**src/rtl/inp_buf_if.sv**
```systemverilog
// inp_buf_if: link-side and IM-side handshake bundle of one router input port.
//
// Handshake rule for both sides: a transfer happens on a rising clock edge
// where the producer's vld and the consumer's rdy are both 1. The producer
// holds its payload stable while vld=1 and rdy=0; rdy may change at any time.
//
// Signals:
//   in_vld/in_data/in_eof : inbound link flit (producer = upstream router)
//   in_rdy                : buffer can take the inbound flit
//   out_vld/out_data      : FIFO head presented to the input module (IM)
//   out_eof/out_dec       : FIFO head end-of-frame and one-hot direction
//   out_rdy               : IM takes the FIFO head
//
// Modports:
//   slave  : the buffer itself (consumes in_*, produces out_*)
//   master : the environment around the buffer (link plus IM)
interface inp_buf_if #(
    parameter int DW = 8,
    parameter int SN = 4
);
    logic          in_vld;
    logic [DW-1:0] in_data;
    logic          in_eof;
    logic          in_rdy;
    logic          out_vld;
    logic [DW-1:0] out_data;
    logic          out_eof;
    logic [SN-1:0] out_dec;
    logic          out_rdy;

    modport slave (
        input  in_vld, in_data, in_eof, out_rdy,
        output in_rdy, out_vld, out_data, out_eof, out_dec
    );

    modport master (
        output in_vld, in_data, in_eof, out_rdy,
        input  in_rdy, out_vld, out_data, out_eof, out_dec
    );
endinterface

```
**src/rtl/inp_buf.sv**
```systemverilog
// inp_buf: input-port buffer of the SDM-Clos router.
//
// Accepts flits from the inbound link, derives a dimension-order (XY) route
// from the head flit of each frame, and queues every flit in a small
// first-word-fall-through FIFO tagged with the frame's one-hot output
// direction. The FIFO head feeds the input module (IM).
//
// Parameters:
//   DW    flit width (even); head flit carries dest x in [DW-1:DW/2],
//         dest y in [DW/2-1:0]
//   SN    directions presented to the IM (4: all of N,E,S,W,L but DIR)
//   DEPTH FIFO entries (power of 2, >= 2)
//   DIR   direction of this port (0=N 1=E 2=S 3=W 4=L)
//   LX,LY local router coordinates (DW/2 bits unsigned)
//
// Ports:
//   clk        rising-edge clock
//   rst_n      synchronous active-low reset
//   bus        inp_buf_if.slave: in_vld/in_data/in_eof/in_rdy link side,
//              out_vld/out_data/out_eof/out_dec/out_rdy IM side
//   err_uturn  one-cycle pulse after accepting a head that routes to DIR
//   dbg_state  frame FSM state (0 = expecting head, 1 = inside a frame)
module inp_buf #(
    parameter int DW    = 8,
    parameter int SN    = 4,
    parameter int DEPTH = 4,
    parameter int DIR   = 0,
    parameter int LX    = 0,
    parameter int LY    = 0
) (
    input  logic     clk,
    input  logic     rst_n,
    inp_buf_if.slave bus,
    output logic     err_uturn,
    output logic     dbg_state
);
    localparam int HW = DW / 2;
    localparam int AW = $clog2(DEPTH);
    localparam int EW = DW + 1 + SN;   // stored entry: {data, eof, dec}

    localparam logic [HW-1:0] LX_V     = LX[HW-1:0];
    localparam logic [HW-1:0] LY_V     = LY[HW-1:0];
    localparam logic [AW:0]   CNT_FULL = (AW + 1)'(DEPTH);
    localparam logic [AW:0]   CNT_ONE  = (AW + 1)'(1);
    localparam logic [AW-1:0] PTR_ONE  = AW'(1);

    // Route bit positions in the uncompressed 5-bit one-hot vector.
    localparam int R_N = 0;
    localparam int R_E = 1;
    localparam int R_S = 2;
    localparam int R_W = 3;
    localparam int R_L = 4;

    typedef enum logic {
        ST_HEAD = 1'b0,
        ST_BODY = 1'b1
    } state_t;

    // ------------------------------------------------------------------
    // State
    // ------------------------------------------------------------------
    state_t          state_q, state_d;
    logic [SN-1:0]   frame_q, frame_d;
    logic            err_q, err_d;
    logic [AW-1:0]   wr_ptr_q, wr_ptr_d;
    logic [AW-1:0]   rd_ptr_q, rd_ptr_d;
    logic [AW:0]     count_q, count_d;
    logic [EW-1:0]   mem_q [DEPTH];
    logic [EW-1:0]   mem_d [DEPTH];

    // ------------------------------------------------------------------
    // Handshake
    // ------------------------------------------------------------------
    logic in_rdy;
    logic out_vld;
    logic push;
    logic pop;

    // No bypass path: space freed by a pop becomes visible next cycle.
    // Holding in_rdy low during reset keeps the link from handing over a
    // flit that the reset would silently drop.
    assign in_rdy  = (count_q != CNT_FULL) & rst_n;
    assign out_vld = (count_q != '0);
    assign push    = bus.in_vld & in_rdy;
    assign pop     = out_vld & bus.out_rdy;

    // ------------------------------------------------------------------
    // XY route of the flit on the link (meaningful only for a head flit)
    // ------------------------------------------------------------------
    logic [HW-1:0] dst_x;
    logic [HW-1:0] dst_y;
    logic [4:0]    route;
    logic [SN-1:0] dec_new;
    logic          uturn;
    logic          is_head;
    logic [SN-1:0] entry_dec;

    assign dst_x   = bus.in_data[DW-1:HW];
    assign dst_y   = bus.in_data[HW-1:0];
    assign is_head = (state_q == ST_HEAD);

    // X is resolved before Y; only a flit already in the right column
    // turns N/S, and only one already at this router goes local.
    always_comb begin
        route = '0;
        if (dst_x > LX_V) begin
            route[R_E] = 1'b1;
        end else if (dst_x < LX_V) begin
            route[R_W] = 1'b1;
        end else if (dst_y > LY_V) begin
            route[R_N] = 1'b1;
        end else if (dst_y < LY_V) begin
            route[R_S] = 1'b1;
        end else begin
            route[R_L] = 1'b1;
        end
    end

    // Drop bit DIR and shift the upper bits down. A route back to DIR
    // therefore compresses to all zeros, which is exactly the u-turn code.
    always_comb begin
        dec_new = '0;
        for (int i = 0; i < SN; i++) begin
            if (i < DIR) begin
                dec_new[i] = route[i];
            end else begin
                dec_new[i] = route[i+1];
            end
        end
    end

    assign uturn     = route[DIR];
    assign entry_dec = is_head ? dec_new : frame_q;

    // ------------------------------------------------------------------
    // Next-state logic
    // ------------------------------------------------------------------
    always_comb begin
        state_d = state_q;
        if (push) begin
            if (bus.in_eof) begin
                state_d = ST_HEAD;
            end else begin
                state_d = ST_BODY;
            end
        end
    end

    always_comb begin
        frame_d = frame_q;
        if (push && is_head) begin
            frame_d = dec_new;
        end
    end

    assign err_d = push & is_head & uturn;

    always_comb begin
        mem_d = mem_q;
        if (push) begin
            mem_d[wr_ptr_q] = {bus.in_data, bus.in_eof, entry_dec};
        end
    end

    // Pointers are exactly log2(DEPTH) bits, so they wrap on their own.
    assign wr_ptr_d = push ? (wr_ptr_q + PTR_ONE) : wr_ptr_q;
    assign rd_ptr_d = pop  ? (rd_ptr_q + PTR_ONE) : rd_ptr_q;

    always_comb begin
        count_d = count_q;
        case ({push, pop})
            2'b10:   count_d = count_q + CNT_ONE;
            2'b01:   count_d = count_q - CNT_ONE;
            default: count_d = count_q;
        endcase
    end

    // ------------------------------------------------------------------
    // Registers
    // ------------------------------------------------------------------
    always_ff @(posedge clk) begin
        if (!rst_n) begin
            state_q  <= ST_HEAD;
            frame_q  <= '0;
            err_q    <= 1'b0;
            wr_ptr_q <= '0;
            rd_ptr_q <= '0;
            count_q  <= '0;
            for (int i = 0; i < DEPTH; i++) begin
                mem_q[i] <= '0;
            end
        end else begin
            state_q  <= state_d;
            frame_q  <= frame_d;
            err_q    <= err_d;
            wr_ptr_q <= wr_ptr_d;
            rd_ptr_q <= rd_ptr_d;
            count_q  <= count_d;
            for (int i = 0; i < DEPTH; i++) begin
                mem_q[i] <= mem_d[i];
            end
        end
    end

    // ------------------------------------------------------------------
    // Outputs: FIFO head straight from storage (first-word-fall-through)
    // ------------------------------------------------------------------
    assign bus.in_rdy  = in_rdy;
    assign bus.out_vld = out_vld;
    assign {bus.out_data, bus.out_eof, bus.out_dec} = mem_q[rd_ptr_q];

    assign err_uturn = err_q;
    assign dbg_state = (state_q == ST_BODY);
endmodule

```
**src/flat_wrapper.sv**
```systemverilog
// flat-port wrapper written by rule: the top's interface ports become plain ports
module inp_buf_flat 
#(
    parameter int DW    = 8,
    parameter int SN    = 4,
    parameter int DEPTH = 4,
    parameter int DIR   = 0,
    parameter int LX    = 0,
    parameter int LY    = 0
)
  (clk, rst_n, err_uturn, dbg_state, bus_in_vld, bus_in_data, bus_in_eof, bus_out_rdy, bus_in_rdy, bus_out_vld, bus_out_data, bus_out_eof, bus_out_dec);
  inp_buf_if #(.DW(DW), .SN(SN)) bus_i ();
  input  logic clk;
  input  logic rst_n;
  output logic err_uturn;
  output logic dbg_state;
  input wire logic [$bits(bus_i.in_vld)-1:0] bus_in_vld;
  input wire logic [$bits(bus_i.in_data)-1:0] bus_in_data;
  input wire logic [$bits(bus_i.in_eof)-1:0] bus_in_eof;
  input wire logic [$bits(bus_i.out_rdy)-1:0] bus_out_rdy;
  output wire logic [$bits(bus_i.in_rdy)-1:0] bus_in_rdy;
  output wire logic [$bits(bus_i.out_vld)-1:0] bus_out_vld;
  output wire logic [$bits(bus_i.out_data)-1:0] bus_out_data;
  output wire logic [$bits(bus_i.out_eof)-1:0] bus_out_eof;
  output wire logic [$bits(bus_i.out_dec)-1:0] bus_out_dec;
  assign bus_i.in_vld = bus_in_vld;
  assign bus_i.in_data = bus_in_data;
  assign bus_i.in_eof = bus_in_eof;
  assign bus_i.out_rdy = bus_out_rdy;
  assign bus_in_rdy = bus_i.in_rdy;
  assign bus_out_vld = bus_i.out_vld;
  assign bus_out_data = bus_i.out_data;
  assign bus_out_eof = bus_i.out_eof;
  assign bus_out_dec = bus_i.out_dec;
  inp_buf #(.DW(DW), .SN(SN), .DEPTH(DEPTH), .DIR(DIR), .LX(LX), .LY(LY)) u_core (.clk(clk), .rst_n(rst_n), .bus(bus_i), .err_uturn(err_uturn), .dbg_state(dbg_state));
endmodule
```
**config.mk**
```make
export PLATFORM = sky130hd
export DESIGN_NAME = inp_buf_flat
export DESIGN_NICKNAME = d
export VERILOG_FILES = /design/src/rtl/inp_buf_if.sv /design/src/rtl/inp_buf.sv /design/src/flat_wrapper.sv
export SDC_FILE = /design/constraint.sdc
export NUM_CORES = 1
export LEC_CHECK = 0
export ABC_AREA = 0
export CAP_MARGIN = 30
export CORE_MARGIN = 10
export CORE_UTILIZATION = 40
export DETAILED_ROUTE_END_ITERATION = 8
export DONT_BUFFER_PORTS = 1
export MAX_ROUTING_LAYER = met4
export PLACE_DENSITY = 0.54
export REMOVE_ABC_BUFFERS = 1
export SLEW_MARGIN = 40
export SYNTH_ARGS = -nofsm -noshare
export SYNTH_HDL_FRONTEND = slang
export SYNTH_SLANG_ARGS = --single-unit
```
**constraint.sdc**
```tcl
create_clock -name clk -period 4.3 [get_ports clk]
set_input_delay 0.43 -clock clk [delete_from_list [all_inputs] [get_ports clk]]
set_output_delay 0.43 -clock clk [all_outputs]
set_load 0.05 [all_outputs]
```
==> flow_summary.toml, run 1 <==
[synth]
ys_seq_area_share_pct = 42.1
yosysUniqueCellTypes = 37
syn_inst = 282
synthFlopType = "dfxtp_1"
synth_warnings = 0
synth_edf_count = 0
synth_area_leaders = "dfxtp_1 42%, mux4_2 9.5%, a21oi_1 8.4%, nand3_1 7.7%, o21ai_0 5.4%"
async_reset_ff_share_pct = 0
synth_area_um2 = 2620
yosysTopAreaCell = "dfxtp_1"
ys_ff_latch = 55
synth_top_area_share_pct = 42.1
syn_avg_cell_area_um2 = 9.28

[cells_and_area]
final_cell_mix = "54 x dfxtp_1, 44 x a21oi_1, 40 x nand3_1"
diodes = 0
area_growth_pct = 4.83
fillers = 642
nets = 287
drive_gt1_share_pct = 11.2
layout_commonest_cell = "dfxtp_1"

[grt]
grt_pass1_wl_um = 11100
grt_pass1_vias = 2037
antenna_found_initial = 0
grt_max_degree = 50
grt_overflow = 0
groute.usage.overall_pct = 14.2

[detailed_routing]
drtPass1Iterations = 4
wirelength_um = 6760
drt-vias-per-instance = 5.93
wl_per_cell_um = 19.5
num_vias = 2053
drtIter0Drc = 111
drc = 0
ant_nets = 0

[floorplan]
io_pins = 30
die_area_um2 = 10200
die_x_um = 101
dieHeight_um = 101
core_area_um2 = 6350
rows = 29
initial_core_util_pct = 41.2

[run]
cap_violations = 0

[cts]
postCtsSetupBuffers = 0
clockRootBuffer = "clkbuf_8"
clkSinkCount = 55
ctsResizeCount = 0
clk_latency_ns = 0.31
ctsHoldBuffers = 0
htree_num_levels = 2
clkSlewWorstSetupHoldPaths_ns = 0.10
cts_buffers = 5
cts_buffer_depth = 2
cts_tree = "done"

[critical_path]
startpoint_type = "flip-flop"
worst-path-buf-inv = 2
required_ns = 4.55
crit_family = "simple AND/OR/NAND/NOR gates"
crit_fanout = 46
worst-setup-path-type = "reg2reg"
end_kind = "flip-flop"
crit_arrival_ns = 2.80
worstPathCellList = "or3b_1 -> buf_4 -> nand3_2 -> ha_1 -> inv_1 -> fa_1 -> xor2_1 -> or3_1 -> a21oi_1"
slowest_stage = "dfxtp_1"
critPathMaxStageDelay_ns = 0.43

[power]
pwr_density_cell_nw_per_um2 = 524
p_leak_nw = 0.900
peakVddDrop_mv = 0.373

[placed_design]
post-place-ws_ns = 1.77
hpwlAfterDp_um = 4080
gp_congestion = 0.800
io_buffers = 0

[timing]
rsz0062_at_grt = "no"
finalClockSkew_ns = 0.00744
slew_viol_final = 0
finalSetupViolCount = 0
tightestPinTransition_ns = 0.738
setup_ws_ns = 1.75
period_share_pct = 59.4
setup_tns_ns = 0
hold_violations = 0
maxSlewHeadroom_pct = 50.7
finalCriticalPeriod_ns = 2.55
fmax_mhz = 392

[min_path]
hp-class = "in2reg"

[outcome]
status = "finished, final reports clean"
## metrics by stage
step	power, mW	hold slack [ns]	utilization (%)	instances	area, µm²
2_1_floorplan	0.941	0.432	-	258	2480
3_3_place_gp	1.03	0.446	41.0	338	2610
3_5_place_dp	1.04	0.449	41.1	338	2610
4_1_cts	1.45	0.198	43.2	346	2740
5_1_grt	1.52	0.192	43.2	346	2740
6_report	1.44	0.205	43.2	346	2740
## per-layer routing
metal / GRT usage (%) / share of wire (%) / vias up
li1: - / - / 998
met1: 18.5 / 44 / 990
met2: 20.7 / 46 / 53
met3: 3.70 / 7.6 / 12
met4: 5.11 / 1.9 / 0
met5: - / 0 / -
## report_power, final
part / switching [mW] / total (mW) / internal (mW)
combinational: 0.255 / 0.384 / 0.129
clock: 0.179 / 0.412 / 0.233
sequential: 0.0854 / 0.641 / 0.556
total: 0.519 / 1.44 / 0.918
## path summary, 6_finish.rpt
check / slack, ns / end / startpoint / cells past startpoint
max reg2reg: 1.75 / u_core.count_q[2] / u_core.count_q[2] / 9
min reg2reg: 0.46 / u_core.mem_q[13] / u_core.mem_q[13] / 2
min: 0.21 / u_core.dbg_state / bus_in_eof / 1
max: 1.75 / u_core.count_q[2] / u_core.count_q[2] / 9
## cells in the mapped netlist (all sizes together), types with 2 or more instances
cell and number:
a211oi 4, nor4 3, nand3 41, clkbuf 9, mux2i 8, inv 8
and3 4, dfxtp 55, mux4 11, ha 5, or3 2, buf 16
a21oi 44, xor2 3, nor2 10, nand2 8, o21ai 37
## kinds of logic after synthesis
kind of cell               share of synthesized area (%)
xor gates and xnor gates                            1.34
adders and majority gates                           3.16
other                                              0.143
AOI/OAI and AO/OA                                   18.5
and+or+nand+nor                                     15.3
buffers and inverters                               6.46
muxes                                               13.0
DFF                                                 42.1
## worst reg2reg max path: stages, from the launching register on
cell,delay [ns]
dfxtp_1,0.43
or3b_1,0.36
buf_4,0.28
nand3_2,0.20
ha_1,0.20
inv_1,0.06
fa_1,0.37
xor2_1,0.16
or3_1,0.30
a21oi_1,0.13
## state kept, by name, indices dropped and copies added (netlist names)
register          count
u_core.mem_q         44
u_core.dbg_state      1
u_core.wr_ptr_q       2
u_core.frame_q        2
u_core.rd_ptr_q       2
u_core.count_q        3
u_core.err_uturn      1
## area by class of cell
cell class	count	area (µm²)	area share, %
inverters	8	30.0	1.09
repair buffers	3	22.5	0.821
clock buffers	6	72.6	2.65
multi-input cells	195	1360	49.5
flip-flops and latches	55	1100	40.2
clock inverters	2	60.1	2.19
well taps	77	96.3	3.51
(Power assumes the default switching activity.)
==> run 2, diff against run 1 <==
PLACE_DENSITY = 0.56   (was 0.54)
clock period = 2.1 ns   (was 4.3 ns; I/O delays follow)
==> run 2 against run 1 <==
Wire length fell by 0.53%. Sequential power rose by 87%. Die area did not move. Non-clock buffer count rose by 10. Sequential share of layout area fell by 0.88 points. Worst hold slack got worse by 0.18 ns. Core utilization rose by 0.97 points. Design area rose by 2.2%. Register-to-register slack got worse by 1.7 ns.
==> flow_summary.toml, run 2 (same netlist as run 1, synthesis figures left out) <==
[cts]
clkSlewWorstSetupHoldPaths_ns = 0.10
cts_tree = "done"
clkSinkCount = 55
clk_latency_ns = 0.32
postCtsSetupBuffers = 0
cts_buffers = 5
cts_buffer_depth = 2
htree_num_levels = 2
clockRootBuffer = "clkbuf_8"

[floorplan]
core_area_um2 = 6350
die_area_um2 = 10200
io_pins = 30
dieHeight_um = 101
rows = 29
initial_core_util_pct = 41.2
die_x_um = 101

[timing]
finalClockSkew_ns = 0.00607
slew_viol_final = 0
fmax_mhz = 499
maxSlewHeadroom_pct = 65.1
tightestPinTransition_ns = 0.522
finalSetupViolCount = 0
period_share_pct = 95.4
finalCriticalPeriod_ns = 2.00
rsz0062_at_grt = "no"
hold_violations = 0

[detailed_routing]
drtIter0Drc = 140
num_vias = 2090
drtPass1Iterations = 4
ant_nets = 0
drt-vias-per-instance = 5.87
wl_per_cell_um = 18.9
wirelength_um = 6720
drc = 0

[critical_path]
worstPathCellList = "or3b_4 -> nand3_2 -> ha_4 -> inv_1 -> fa_2 -> xor2_1 -> or3_1 -> a21oi_2"
worst-path-buf-inv = 1
worst-setup-path-type = "reg2reg"
required_ns = 2.36
crit_family = "simple AND/OR/NAND/NOR gates"
critPathMaxStageDelay_ns = 0.40
crit_fanout = 2
startpoint_type = "flip-flop"
crit_arrival_ns = 2.26
slowest_stage = "or3b_4"
end_kind = "flip-flop"

[cells_and_area]
nets = 297
area_growth_pct = 7.17
drive_gt1_share_pct = 15.1
diodes = 0
largest_register_ff_count = 44
stdcell_area_um2 = 2800
fillers = 643
layout_commonest_cell = "dfxtp_1"
final_cell_mix = "54 x dfxtp_1, 43 x a21oi_1, 40 x nand3_1"
postLayoutCoreUtil_pct = 44.2
reg.largest.list = "u_core.mem_q (44), u_core.count_q (3)"
top_register = "u_core.mem_q"

[min_path]
hp-class = "in2reg"

[grt]
use_met3_pct = 2.95
grt_overflow = 0
antenna_found_initial = 0
grt_busiest_layer = "met2"
grt_pass1_wl_um = 11000
grt_pass1_vias = 2048
met2_usage_pct = 20.4
met1_usage_pct = 18.5
groute.usage.overall_pct = 14.0
grt_max_degree = 46

[power]
peakVddDrop_mv = 0.761
pwr_density_cell_nw_per_um2 = 996
p_leak_nw = 0.931

[outcome]
status = "finished, final reports clean"

[placed_design]
gp_congestion = 0.766
placed_cell_area_um2 = 2690
io_buffers = 0
hpwlAfterDp_um = 4220

[run]
cap_violations = 0
run 2: routing by layer:
metal  vias up  part of all wire [%]
met3        10                   6.6
met4         0                   1.5
met2        56                    47
met5         -                     0
met1      1007                    45
li1       1017                     -
run 2: report_power, final:
part | total, mW | internal [mW] | switching, mW
Clock | 0.592 | 0.234 | 0.358
Sequential | 1.20 | 1.14 | 0.0611
Combinational | 1.00 | 0.348 | 0.654
Total | 2.79 | 1.72 | 1.07
run 2: worst paths after layout:
| check | slack, ns | to | startpoint | cells past startpoint |
|---|---|---|---|---|
| worst max-delay path | 0.1 | u_core.count_q[2] | u_core.count_q[0] | 8 |
| worst min-delay path | 0.02 | u_core.mem_q[51] | bus_in_data[7] | 2 |
| worst max register to register | 0.1 | u_core.count_q[2] | u_core.count_q[0] | 8 |
| worst min register to register | 0.46 | u_core.mem_q[26] | u_core.mem_q[26] | 2 |
run 2: layout make-up:
cell class                 instances  area, µm²  area share, %
timing repair buffer              13        113           4.02
tap                               77       96.3           3.44
clock inverter                     2       12.5          0.446
multi-input combinational        195       1380           49.1
sequential                        55       1100           39.3
inverter                           8       30.0           1.07
clock buffer                       6       72.6           2.59
run 2: timing repair:
item,CTS,global route
endpoints found under the hold margin,1,0
hold buffers,1,0
endpoints found under the setup margin,1,1
gates resized for setup,1,5
run 2: metrics by stage:
step	setup slack [ns]	TNS (ns)	power (mW)	std cells	hold WS (ns)
CTS	0.00106	0	2.79	356	0.0143
detailed placement	0.0166	0	2.20	347	0.313
global placement	0.0492	0	2.19	347	0.308
global route	0.0142	0	2.96	356	0.0114
finish	0.0956	0	2.79	356	0.0216
floorplan	-0.629	-1.23	1.93	258	0.305
